`src/rtl/egm_responder.sv`:
```
`timescale 1ns/1ps
// EGM responder: synchronizes an asynchronous stimulus, waits a programmable delay, then drives
// a level- or pulse-mode response. An Avalon-MM slave exposes control, timing and event counters.
module egm_responder #(
  parameter int DELAY_W = 16
) (
  input  logic        clkin_50,
  input  logic        rst,
  input  logic        stimulus,
  output logic        response,
  input  logic [2:0]  avs_address,
  input  logic        avs_read,
  input  logic        avs_write,
  input  logic [31:0] avs_writedata,
  output logic [31:0] avs_readdata
);
  typedef enum logic [1:0] {IDLE, WAIT, RESP, HOLD} state_t;

  state_t             state_reg, state_next;
  logic [DELAY_W-1:0] cnt_reg, cnt_next, delay_reg, pulse_reg, pulse_last;
  logic               s1_reg, s2_reg, s2_d_reg;
  logic               response_reg, response_next;
  logic               en_reg, mode_reg, pend_reg;
  logic [31:0]        count_reg, missed_reg, readdata_reg, readdata_next;
  logic               rise, wr_ctrl, en_kill, clr, count_inc, missed_inc, start;
  logic               unused_wdata;

  assign rise         = s2_reg & ~s2_d_reg;
  assign wr_ctrl      = avs_write && (avs_address == 3'd0);
  assign en_kill      = wr_ctrl && !avs_writedata[0];
  assign clr          = wr_ctrl && avs_writedata[2];
  // A rise seen while disabled is remembered only as long as the stimulus stays high.
  assign start        = (state_reg == IDLE) && en_reg && (rise || pend_reg);
  assign missed_inc   = rise && (state_reg != IDLE) && !en_kill;
  assign pulse_last   = (pulse_reg == '0) ? '0 : pulse_reg - DELAY_W'(1);
  assign response     = response_reg;
  assign avs_readdata = readdata_reg;
  assign unused_wdata = ^avs_writedata;

  always_comb begin
    state_next    = state_reg;
    cnt_next      = cnt_reg;
    response_next = response_reg;
    count_inc     = 1'b0;
    case (state_reg)
      IDLE: begin
        response_next = 1'b0;
        if (start) begin
          cnt_next   = delay_reg;
          state_next = WAIT;
        end
      end
      WAIT: begin
        if (cnt_reg != '0) begin
          cnt_next = cnt_reg - DELAY_W'(1);
        end else begin
          response_next = 1'b1;
          count_inc     = 1'b1;
          cnt_next      = mode_reg ? pulse_last : '0;
          state_next    = RESP;
        end
      end
      RESP: begin
        if (!mode_reg) begin
          if (!s2_reg) begin
            response_next = 1'b0;
            state_next    = IDLE;
          end
        end else if (cnt_reg != '0) begin
          cnt_next = cnt_reg - DELAY_W'(1);
        end else begin
          response_next = 1'b0;
          state_next    = s2_reg ? HOLD : IDLE;
        end
      end
      HOLD: begin
        response_next = 1'b0;
        if (!s2_reg) state_next = IDLE;
      end
      default: state_next = IDLE;
    endcase
    // Disabling aborts whatever is in flight; the increment of that edge is dropped too.
    if (en_kill) begin
      state_next    = IDLE;
      response_next = 1'b0;
      cnt_next      = '0;
      count_inc     = 1'b0;
    end
  end

  always_comb begin
    readdata_next = '0;
    case (avs_address)
      3'd0:    readdata_next = {30'd0, mode_reg, en_reg};
      3'd1:    readdata_next = 32'(delay_reg);
      3'd2:    readdata_next = 32'(pulse_reg);
      3'd3:    readdata_next = count_reg;
      3'd4:    readdata_next = missed_reg;
      3'd5:    readdata_next = {30'd0, response_reg, state_reg != IDLE};
      default: readdata_next = '0;
    endcase
  end

  always_ff @(posedge clkin_50 or posedge rst) begin
    if (rst) begin
      s1_reg       <= 1'b0;
      s2_reg       <= 1'b0;
      s2_d_reg     <= 1'b0;
      state_reg    <= IDLE;
      cnt_reg      <= '0;
      response_reg <= 1'b0;
    end else begin
      s1_reg       <= stimulus;
      s2_reg       <= s1_reg;
      s2_d_reg     <= s2_reg;
      state_reg    <= state_next;
      cnt_reg      <= cnt_next;
      response_reg <= response_next;
    end
  end

  always_ff @(posedge clkin_50 or posedge rst) begin
    if (rst) begin
      en_reg       <= 1'b0;
      mode_reg     <= 1'b0;
      delay_reg    <= '0;
      pulse_reg    <= DELAY_W'(1);
      count_reg    <= '0;
      missed_reg   <= '0;
      pend_reg     <= 1'b0;
      readdata_reg <= '0;
    end else begin
      if (avs_write) begin
        case (avs_address)
          3'd0: begin
            en_reg   <= avs_writedata[0];
            mode_reg <= avs_writedata[1];
          end
          3'd1:    delay_reg <= avs_writedata[DELAY_W-1:0];
          3'd2:    pulse_reg <= avs_writedata[DELAY_W-1:0];
          default: ;
        endcase
      end
      if (clr) count_reg <= '0;
      else if (count_inc && count_reg != '1) count_reg <= count_reg + 32'd1;
      if (clr) missed_reg <= '0;
      else if (missed_inc && missed_reg != '1) missed_reg <= missed_reg + 32'd1;
      if (!s2_reg || state_next == WAIT) pend_reg <= 1'b0;
      else if (rise && state_reg == IDLE && !en_reg) pend_reg <= 1'b1;
      // Read data reflects register contents before any same-cycle write.
      readdata_reg <= avs_read ? readdata_next : '0;
    end
  end
endmodule
```
`config.mk`:
```
export PLATFORM = sky130hd
export DESIGN_NAME = egm_responder
export DESIGN_NICKNAME = d
export VERILOG_FILES = /design/src/rtl/egm_responder.sv
export SDC_FILE = /design/constraint.sdc
export NUM_CORES = 1
export LEC_CHECK = 0
export BUFFER_PORTS_ARGS = -buffer_cell sky130_fd_sc_hd__buf_2
export CAP_MARGIN = 20
export CORE_ASPECT_RATIO = 1.75
export CORE_MARGIN = 3
export CORE_UTILIZATION = 54
export DETAILED_ROUTE_END_ITERATION = 10
export HOLD_SLACK_MARGIN = 0.03
export PLACE_DENSITY = 0.76
export SLEW_MARGIN = 20
export SYNTH_ARGS = -nofsm -noshare
export SYNTH_HDL_FRONTEND = slang
export SYNTH_SLANG_ARGS = --single-unit
```
`constraint.sdc`:
```
create_clock -name clkin_50 -period 4.7 [get_ports clkin_50]
set_clock_uncertainty 0.05 [all_clocks]
set_input_delay 0.47 -clock clkin_50 [delete_from_list [all_inputs] [get_ports clkin_50]]
set_output_delay 0.47 -clock clkin_50 [all_outputs]
set_load 0.1 [all_outputs]
```
==> results of run 1 <==
==> final cells by class <==
cell class | instances | area (sq um)
multi-input cells | 636 | 4144
repair buffers | 69 | 385.4
flip-flops and latches | 153 | 3830
clock inverters | 13 | 168.9
well taps | 183 | 229.0
clock buffers | 19 | 452.9
inverters | 16 | 65.06
fillers | 1243 | 5637
==> per-layer routing <==
metal	share of wire [%]	up-vias
met5	0	-
met4	4.1	0
met1	38	3535
met3	4.6	75
met2	53	279
li1	-	3213
==> where the power goes <==
part | leakage, nW | switching (W) | internal [W]
combinational | 1.66 | 0.000561 | 0.000347
clock | 0.297 | 0.000569 | 0.000869
sequential | 2.02 | 0.000240 | 0.00148
total | 3.98 | 0.00137 | 0.00270
==> metrics by stage <==
stage          total power (W)  util [%]  hold slack, ns  cells  setup slack [ns]
5_1_grt               0.004247     62.20          0.1022   1089             1.083
2_1_floorplan         0.002370         -          0.2812    856           0.06021
3_5_place_dp          0.002637     58.01          0.2855   1057             1.281
3_3_place_gp          0.002606     57.78          0.2889   1055             1.390
6_report              0.004071     62.20          0.1075   1089             1.219
4_1_cts               0.004074     62.18         0.09637   1089             1.258
==> Yosys cell counts (5+ instances only) <==
| library cell | count |
|---|---|
| nand4_1 | 34 |
| a22oi_1 | 45 |
| ha_1 | 8 |
| or3_1 | 11 |
| nor4_1 | 16 |
| nand3_1 | 23 |
| and3_1 | 16 |
| o221ai_1 | 7 |
| inv_1 | 16 |
| buf_2 | 9 |
| nor2_1 | 99 |
| nor3b_1 | 5 |
| a21oi_1 | 46 |
| nand2_1 | 57 |
| o21ai_0 | 30 |
| and2_1 | 11 |
| xor2_1 | 43 |
| and4_1 | 12 |
| clkbuf_1 | 40 |
| mux2_2 | 31 |
| o211ai_1 | 9 |
| xnor2_1 | 27 |
| a31oi_1 | 7 |
| or4_1 | 6 |
| dfrtp_1 | 152 |
| nor3_1 | 31 |
==> worst max-delay path by stage <==
stage	startpoint	endpoint	slack, ns
global route	cnt_reg[2]$_DFFE_PP0P_	count_reg[12]$_DFFE_PP0P_	1.08
CTS	cnt_reg[2]$_DFFE_PP0P_	count_reg[12]$_DFFE_PP0P_	1.26
floorplan	rst	avs_readdata[0]$_DFF_PP0_	0.06
finish	cnt_reg[2]$_DFFE_PP0P_	count_reg[12]$_DFFE_PP0P_	1.22
global placement	cnt_reg[2]$_DFFE_PP0P_	count_reg[12]$_DFFE_PP0P_	1.39
detailed placement	cnt_reg[2]$_DFFE_PP0P_	count_reg[12]$_DFFE_PP0P_	1.28
==> cells by family after synthesis <==
logic type	after synthesis	share of synthesized area, %
xor gates and xnor gates	70	7.448
and+or+nand+nor	350	22.95
DFF	153	46.53
muxes	33	4.484
AOI/OAI and AO/OA	175	14.04
adders and majority gates	8	1.216
buffers and inverters	67	3.329
==> impl_metrics.py, run 1 <==
metrics = {
    "global_route": {
        "grt_use_met2_pct": 48.92,
        "grt_pass1_wl_microns": 36470,
        "grt_pass1_vias": 7059,
        "grt_use_met3_pct": 3.620,
        "top_usage_layer": "met2",
        "antenna_found_initial": 0,
        "grt_util_met1_pct": 31.21,
        "overflow": 0,
        "groute.usage.overall_pct": 27.40,
        "grt_max_degree": 92,
    },
    "logic_synthesis": {
        "yosysTopAreaCell": "dfrtp_1",
        "yosys_warnings": 0,
        "synthesis.area_sq_um": 8232,
        "synth_cell_types": 71,
        "synthCells": 856,
        "yosysSeqAreaShare_pct": 46.53,
        "ys_async_sr_fraction_pct": 100.0,
        "synthTopCellsByArea": "dfrtp_1 46%, xor2_1 4.6%, nor2_1 4.5%",
        "synth_top_area_share_pct": 46.21,
        "avgSynthCellArea_sq_um": 9.616,
        "synth_edf_count": 0,
        "synth-seq-cells": 153,
        "mappedNetlistNets": 904,
        "synthFlopType": "dfrtp_1",
    },
    "clocking": {
        "cts_hold_buf": 0,
        "h-tree-depth": 4,
        "cts_setup_buffers": 0,
        "clockBufferDepth": 2,
        "cts_resized": 0,
        "clkLatencyLatePin_ns": 0.42,
        "cts.sinks": 153,
        "clk_pin_slew_worst_paths_ns": 0.07,
        "cts-root-buf": "clkbuf_16",
        "cts_buffers": 17,
        "cts_tree": "yes",
    },
    "hold_path": {
        "hp-start": "stimulus",
        "hold_end": "s1_reg$_DFF_PP0_",
        "hp-class": "input port to register",
        "whs_path_depth": 1,
    },
    "sta": {
        "finalHoldViolations": 0,
        "max_freq_ghz": 0.2873,
        "drv_slew": 0,
        "finalSetupViolCount": 0,
        "fin_crit_sh_pct": 74.07,
        "rsz0062_at_grt": "false",
        "tightest_slew_ns": 1.153,
        "max_slew_margin_pct": 22.49,
        "min_period_ns": 3.481,
        "setup-tns-final_ns": 0,
    },
    "detailed_routing": {
        "totalWireLength_microns": 22710,
        "drt_first_pass_iters": 5,
        "viasPerCell": 6.522,
        "ant_nets": 0,
        "vias": 7102,
        "drt_iter0_drc": 598,
        "wl_per_cell_microns": 20.85,
        "drc": 0,
    },
    "worst_setup_path": {
        "critPathMaxStageDelay_ns": 1.00,
        "path_class": "register to register",
        "start_kind": "register",
        "critPathArrivalTime_ns": 3.78,
        "worstRegToRegCells": 6,
        "end_kind": "register",
        "worstPathRequired_ns": 5.00,
        "path_cells": "nor4_2, nand4_4, nor4_2, nand3_1, or3_1, a21oi_1",
        "regToRegSetupSlack_ns": 1.22,
        "path_buf_inv": 0,
        "crit_fanout": 11,
        "crit_slowest_cell": "nor4_2",
        "cp_top_family": "simple AND/OR/NAND/NOR gates",
        "cp_num_cells": 6,
        "cpMostUsedCell": "nor4_2",
        "r2r-start": "cnt_reg[2]$_DFFE_PP0P_",
        "r2r_end": "count_reg[12]$_DFFE_PP0P_",
    },
    "finish": {
        "antenna_cells": 0,
        "layout_common_cells": "152 x dfrtp_1, 99 x nor2_1, 56 x nand2_1, 56 x buf_2, 46 x a21oi_1",
        "drive_gt1_share_pct": 17.11,
        "area_delta_synth_final_pct": 12.68,
        "layout_commonest_cell": "dfrtp_1",
        "nets": 941,
        "final_area_sq_um": 9275,
    },
    "flow_run": {
        "drv_cap": 0,
    },
    "floorplanning": {
        "die_w_microns": 99.33,
        "core_area_sq_um": 14910,
        "dieArea_sq_um": 16820,
        "num_io_pins": 73,
        "die_h_microns": 169.3,
        "num_rows": 59,
        "start_util_pct": 55.20,
    },
    "run_status": {
        "run_status": "complete, no violations",
    },
    "placed_design": {
        "dp_hpwl_microns": 15990,
        "port_buffers": 56,
        "place_congestion": 0.8922,
        "place_area_sq_um": 8651,
    },
    "pwr": {
        "power.density_nw_per_um2": 438.9,
        "total_leakage_power_nw": 3.979,
        "peakVddDrop_v": 0.0002928,
    },
}
(Power assumes the default switching activity.)
==> run 2: changes to the inputs <==
- ABC_AREA: default -> 1
- CORE_UTILIZATION: 54 -> 60
- PLACE_DENSITY: 0.76 -> 0.8
- clock period: 4.7 -> 3.4 ns (I/O delays scaled with it)
==> run 2 against run 1 <==
Against the previous run: sequential cell count unchanged; non-clock buffer count down 2; critical path depth up 5; critical path type unchanged; utilization up 5.1 points; register-to-register slack worse by 0.27 ns.
==> impl_metrics.py, run 2 <==
metrics = {
    "logic_synthesis": {
        "synth_top_area_share_pct": 40.43,
        "synth-seq-cells": 153,
        "yosys_warnings": 0,
        "synthCells": 1342,
        "synth.most_common_cell": "nand2_1",
        "mappedNetlistNets": 1390,
        "yosysTopAreaCell": "dfrtp_1",
        "synthTopCellsByArea": "dfrtp_1 40%, nand2_1 16%, nor2_1 6.7%",
        "synth_edf_count": 0,
        "yosys-top-cells-count": "398 x nand2_1, 169 x nor2_1, 152 x dfrtp_1, 143 x inv_1, 104 x nand3_1",
        "yosysSeqAreaShare_pct": 40.71,
        "synthesis.area_sq_um": 9408,
        "ys_async_sr_fraction_pct": 100.0,
        "synth_cell_types": 40,
        "avgSynthCellArea_sq_um": 7.010,
        "synthFlopType": "dfrtp_1",
    },
    "sta": {
        "max_freq_ghz": 0.4086,
        "rsz0062_at_grt": "false",
        "worst_slack_ns": 0.9527,
        "drv_slew": 0,
        "finalSetupViolCount": 0,
        "finalHoldViolations": 0,
        "fin_crit_sh_pct": 71.98,
        "min_period_ns": 2.447,
        "setup-tns-final_ns": 0,
        "tightest_slew_ns": 1.099,
        "max_slew_margin_pct": 26.66,
    },
    "global_route": {
        "antenna_found_initial": 0,
        "grt_use_met2_pct": 59.51,
        "overflow": 0,
        "top_usage_layer": "met2",
        "grt_pass1_vias": 8788,
        "grt_util_met1_pct": 34.50,
        "grt_max_degree": 65,
        "grt_use_met3_pct": 4.383,
        "groute.usage.overall_pct": 32.95,
        "grt_pass1_wl_microns": 44100,
    },
    "clocking": {
        "cts_setup_buffers": 0,
        "clk_pin_slew_worst_paths_ns": 0.07,
        "cts.sinks": 153,
        "cts-root-buf": "clkbuf_16",
        "clkLatencyLatePin_ns": 0.43,
        "h-tree-depth": 4,
        "cts_tree": "yes",
        "cts_resized": 0,
        "cts_buffers": 17,
        "clockBufferDepth": 2,
    },
    "finish": {
        "area_delta_synth_final_pct": 10.17,
        "layout_commonest_cell": "nand2_1",
        "instances_no_fill": 1587,
        "final_area_sq_um": 10360,
        "fillers": 1374,
        "drive_gt1_share_pct": 11.56,
        "post-route-util_pct": 67.35,
        "antenna_cells": 0,
        "layout_common_cells": "398 x nand2_1, 169 x nor2_1, 152 x dfrtp_1",
        "nets": 1436,
    },
    "detailed_routing": {
        "vias": 9157,
        "ant_nets": 0,
        "drt_first_pass_iters": 7,
        "drc": 0,
        "wl_per_cell_microns": 17.28,
        "totalWireLength_microns": 27430,
        "viasPerCell": 5.770,
        "drt_iter0_drc": 580,
    },
    "pwr": {
        "p_sw_w": 0.003598,
        "peakVddDrop_v": 0.0007442,
        "switching_share_pct": 46.05,
        "combPwrFrac_pct": 39.9,
        "total_leakage_power_nw": 5.007,
        "p_seq_share_pct": 37.0,
        "p_int_w": 0.004216,
        "clock_power_share_pct": 23.1,
        "power.density_nw_per_um2": 753.9,
    },
    "worst_setup_path": {
        "path_class": "register to register",
        "regToRegSetupSlack_ns": 0.95,
        "crit_slowest_cell": "dfrtp_1",
        "crit_fanout": 23,
        "worstPathRequired_ns": 3.71,
        "critPathArrivalTime_ns": 2.76,
        "end_kind": "register",
        "r2r-start": "count_reg[0]$_DFFE_PP0P_",
        "start_kind": "register",
        "cpMostUsedCell": "nand2_1",
        "critPathMaxStageDelay_ns": 0.39,
        "worstRegToRegCells": 11,
        "r2r_end": "count_reg[19]$_DFFE_PP0P_",
        "path_cells": "ha_1, nand2_1, inv_1, nand4_1, nor2_1, nand2_1, nand2_1, nand2_2, inv_2, nand2_1, o21ai_1",
    },
    "floorplanning": {
        "core_area_sq_um": 15390,
        "die_h_microns": 171.7,
        "die_w_microns": 100.7,
        "num_rows": 60,
        "num_io_pins": 73,
        "start_util_pct": 61.13,
        "dieArea_sq_um": 17280,
    },
    "placed_design": {
        "port_buffers": 56,
        "place_area_sq_um": 9793,
        "dp.cells": 1553,
        "place_congestion": 0.9546,
        "dp_hpwl_microns": 20610,
        "dp_slack_ns": 0.9991,
    },
    "hold_path": {
        "hp-start": "avs_writedata[9]",
        "hp-class": "input port to register",
        "hold_end": "delay_reg[9]$_DFFE_PP0P_",
        "whs_path_depth": 3,
    },
    "run_status": {
        "run_status": "complete, no violations",
    },
    "flow_run": {
        "drv_cap": 0,
    },
}
-- run 2: cell count changes in the layout (fill, tap and decap cells not counted), sizes merged, moves of 16 or more --
cell | previous run | this run
nor2 | 101 | 181
nor4 | 19 | 0
inv | 18 | 164
nand2 | 57 | 404
nor3 | 31 | 47
o21ai | 31 | 106
xnor2 | 27 | 5
a21oi | 46 | 26
nand3 | 24 | 106
a22oi | 45 | 0
mux2 | 31 | 0
-- run 2: worst max-delay path by stage --
stage / start / end / slack, ns / depth (start not counted)
detailed placement: state_reg[0]$_DFF_PP0_ / cnt_reg[11]$_DFFE_PP0P_ / 1.0 / 8
CTS: state_reg[0]$_DFF_PP0_ / cnt_reg[11]$_DFFE_PP0P_ / 0.99 / 8
global route: count_reg[0]$_DFFE_PP0P_ / count_reg[27]$_DFFE_PP0P_ / 0.72 / 11
finish: count_reg[0]$_DFFE_PP0P_ / count_reg[19]$_DFFE_PP0P_ / 0.95 / 11
floorplan: rst / avs_readdata[0]$_DFF_PP0_ / 1.08 / 1
global placement: state_reg[0]$_DFF_PP0_ / cnt_reg[11]$_DFFE_PP0P_ / 1.04 / 8
-- run 2: kinds of logic (layout without fill, tap and decap cells) --
| kind of cell | after synthesis | after routing | synth area share, % |
|---|---|---|---|
| compound gates | 166 | 166 | 10.41 |
| xor+xnor | 38 | 38 | 3.538 |
| fa+ha+maj | 8 | 8 | 1.064 |
| buf+inv | 199 | 258 | 8.645 |
| flops | 153 | 153 | 40.71 |
| simple gates | 778 | 778 | 35.63 |
-- run 2: metal layers --
layer | routed length, microns | vias up
li1 | - | 4427
met4 | 1993 | 0
met1 | 9652 | 4223
met5 | 0 | -
met2 | 14490 | 377
met3 | 1290 | 130
-- run 2: per-stage QoR --
step	power, W	hold slack (ns)
finish	0.007814	0.1167
global route	0.008358	0.1251
CTS	0.007782	0.1158
detailed placement	0.005966	0.2271
global placement	0.005889	0.2277
floorplan	0.005139	0.2812
-- run 2: final cells by class --
class                           count  area, sq um  area share [%]
Clock inverter                     14        112.6           1.086
Clock buffer                       18        439.2           4.237
Sequential cell                   153         3830           36.95
Multi-Input combinational cell    990         4765           45.97
Tap cell                          186        232.7           2.245
Timing Repair Buffer               67        380.4           3.670
Inverter                          159        605.6           5.843
-- run 2: worst max-delay path, delay by kind of cell, from the launching register on --
| family | cells | cell delay (ns) |
|---|---|---|
| AO/OA/AOI/OAI | 1 | 0.09 |
| AND/OR/NAND/NOR | 7 | 1.16 |
| buffers and inverters | 2 | 0.44 |
| adder cells (fa/ha/maj) | 1 | 0.24 |
| flip-flops | 1 | 0.39 |
-- run 2: timing repair --
action | 4_1_cts | 5_1_grt
hold endpoints to repair | 7 | 0
endpoints found under the setup margin | 0 | 0
hold buffers | 2 | 0
-- run 2: power groups by stage --
stage / sequential, W / clock, W / combinational (W)
floorplan: 0.00291 / 0 / 0.00223
global placement: 0.00288 / 0 / 0.00301
detailed placement: 0.00289 / 0 / 0.00307
CTS: 0.00287 / 0.00182 / 0.00310
global route: 0.00294 / 0.00190 / 0.00352
finish: 0.00289 / 0.00181 / 0.00312
==> run 3: changes to the inputs <==
- ABC_AREA: 1 -> 0
- clock period: 3.4 -> 2.4 ns (I/O delays scaled with it)
==> run 3 against run 2 <==
Against the previous run: clock-buffer cell count down 1; hold slack worse by 0.072 ns; sequential cell count unchanged; first-iteration DRC count down 4.5%; clock power up 43%; cell count down 27%; global-route usage about the same; critical endpoint is now cnt_reg[15]$_DFFE_PP0P_.
==> impl_metrics.py, run 3 (synthesized netlist as in run 1, its figures left out) <==
metrics = {
    "run_status": {
        "run_status": "complete, no violations",
    },
    "sta": {
        "finalSetupViolCount": 0,
        "max_freq_ghz": 0.4364,
        "min_period_ns": 2.291,
        "worst_slack_ns": 0.1085,
        "max_slew_margin_pct": 59.60,
        "rsz0062_at_grt": "true",
        "drv_slew": 0,
        "fin_crit_sh_pct": 95.48,
        "tightest_slew_ns": 0.6060,
        "setup-tns-final_ns": 0,
        "finalHoldViolations": 0,
    },
    "finish": {
        "post-route-util_pct": 74.06,
        "antenna_cells": 0,
        "drive_gt1_share_pct": 23.65,
        "layout_common_cells": "148 x dfrtp_1, 99 x nor2_1, 74 x buf_4",
        "layout_commonest_cell": "dfrtp_1",
        "nets": 1020,
        "area_delta_synth_final_pct": 21.04,
        "fillers": 973,
    },
    "placed_design": {
        "port_buffers": 56,
        "dp_hpwl_microns": 16820,
        "place_congestion": 0.9527,
        "dp_slack_ns": 0.007898,
    },
    "global_route": {
        "grt_max_degree": 84,
        "overflow": 0,
        "groute.usage.overall_pct": 32.94,
        "grt_pass1_wl_microns": 38820,
        "grt_pass1_vias": 7536,
        "antenna_found_initial": 0,
    },
    "floorplanning": {
        "dieArea_sq_um": 15220,
        "num_io_pins": 73,
        "core_area_sq_um": 13450,
        "start_util_pct": 61.19,
        "die_w_microns": 94.54,
        "die_h_microns": 160.9,
        "num_rows": 56,
    },
    "clocking": {
        "cts_tree": "yes",
        "cts.sinks": 153,
        "clockBufferDepth": 2,
        "clkLatencyLatePin_ns": 0.43,
        "clk_pin_slew_worst_paths_ns": 0.07,
        "cts-root-buf": "clkbuf_16",
        "cts_buffers": 17,
        "h-tree-depth": 4,
    },
    "hold_path": {
        "hp-class": "input port to register",
        "whs_path_depth": 2,
        "hold_end": "pulse_reg[11]$_DFFE_PP0P_",
        "hp-start": "avs_writedata[11]",
    },
    "detailed_routing": {
        "wl_per_cell_microns": 20.85,
        "totalWireLength_microns": 24170,
        "drt_first_pass_iters": 6,
        "viasPerCell": 6.557,
        "drt_iter0_drc": 554,
        "vias": 7600,
        "drc": 0,
        "ant_nets": 0,
    },
    "pwr": {
        "switching_share_pct": 35.10,
        "clock_power_share_pct": 31.7,
        "p_sw_w": 0.002868,
        "p_seq_share_pct": 41.0,
        "p_int_w": 0.005302,
        "total_leakage_power_nw": 4.354,
        "peakVddDrop_v": 0.0005567,
        "combPwrFrac_pct": 27.3,
        "power.density_nw_per_um2": 820.0,
    },
    "worst_setup_path": {
        "regToRegSetupSlack_ns": 0.11,
        "r2r-start": "cnt_reg[6]$_DFFE_PP0P_",
        "worstPathRequired_ns": 2.71,
        "critPathArrivalTime_ns": 2.60,
        "end_kind": "register",
        "crit_fanout": 7,
        "path_class": "register to register",
        "r2r_end": "cnt_reg[15]$_DFFE_PP0P_",
        "worstRegToRegCells": 6,
        "start_kind": "register",
    },
    "flow_run": {
        "drv_cap": 0,
    },
}
## run 3: worst max-delay path, cell delays in order (launching register included)
cell,delay (ns)
dfrtp_2,0.47
or4_4,0.60
nor4_2,0.30
or3b_1,0.38
a21boi_1,0.15
o21ai_0,0.09
a31oi_1,0.18
## run 3: worst max-delay path by stage
stage	start	end	slack, ns	depth (start not counted)
2_1_floorplan	state_reg[0]$_DFF_PP0_	missed_reg[23]$_DFFE_PP0P_	0.04	8
3_3_place_gp	state_reg[0]$_DFF_PP0_	missed_reg[29]$_DFFE_PP0P_	0.06	7
3_5_place_dp	cnt_reg[6]$_DFFE_PP0P_	cnt_reg[5]$_DFFE_PP0P_	0.008	8
4_1_cts	state_reg[0]$_DFF_PP0_	missed_reg[29]$_DFFE_PP0P_	0.005	7
5_1_grt	cnt_reg[2]$_DFFE_PP0P_	cnt_reg[5]$_DFFE_PP0P_	-0.03	9
6_report	cnt_reg[6]$_DFFE_PP0P_	cnt_reg[15]$_DFFE_PP0P_	0.11	6
## run 3: per-layer routing
layer / vias to the layer above / part of all wire [%] / track usage (%)
li1: 3369 / - / -
met1: 3701 / 34 / 36.78
met2: 409 / 52 / 56.60
met3: 121 / 6.3 / 4.920
met4: 0 / 7.1 / 22.34
met5: - / 0 / 0
## run 3: area by class of cell
cell class,count,area (sq um),share of cell area [%]
Timing Repair Buffer,148,1057,10.61
Sequential cell,153,3835,38.49
Clock inverter,15,138.9,1.394
Multi-Input combinational cell,636,4225,42.41
Tap cell,174,217.7,2.185
Clock buffer,17,425.4,4.270
Inverter,16,63.81,0.6405
## run 3: repair_timing
item,CTS,global route
pin swaps,0,5
hold buffers,13,0
setup endpoints to repair,3,29
endpoints found under the hold margin,172,0
buffers inserted,0,7
gates cloned,0,0
gates resized for setup,2,18
## run 3: power groups by stage
| stage | Combinational (W) | Sequential [W] | Clock, W |
|---|---|---|---|
| 2_1_floorplan | 0.00130 | 0.00335 | 0 |
| 3_3_place_gp | 0.00203 | 0.00334 | 0 |
| 3_5_place_dp | 0.00208 | 0.00335 | 0 |
| 4_1_cts | 0.00213 | 0.00333 | 0.00260 |
| 5_1_grt | 0.00243 | 0.00340 | 0.00271 |
| 6_report | 0.00223 | 0.00335 | 0.00259 |
## run 3: metrics by stage
| stage | hold slack, ns | cells | instance area [sq um] | total power [W] |
|---|---|---|---|---|
| finish | 0.04482 | 1159 | 9963 | 0.008170 |
| global route | 0.04683 | 1159 | 9963 | 0.008532 |
| CTS | 0.03179 | 1152 | 9821 | 0.008059 |
| detailed placement | 0.2855 | 1107 | 9114 | 0.005435 |
| global placement | 0.2857 | 1107 | 9114 | 0.005372 |
| floorplan | 0.2214 | 856 | 8238 | 0.004645 |
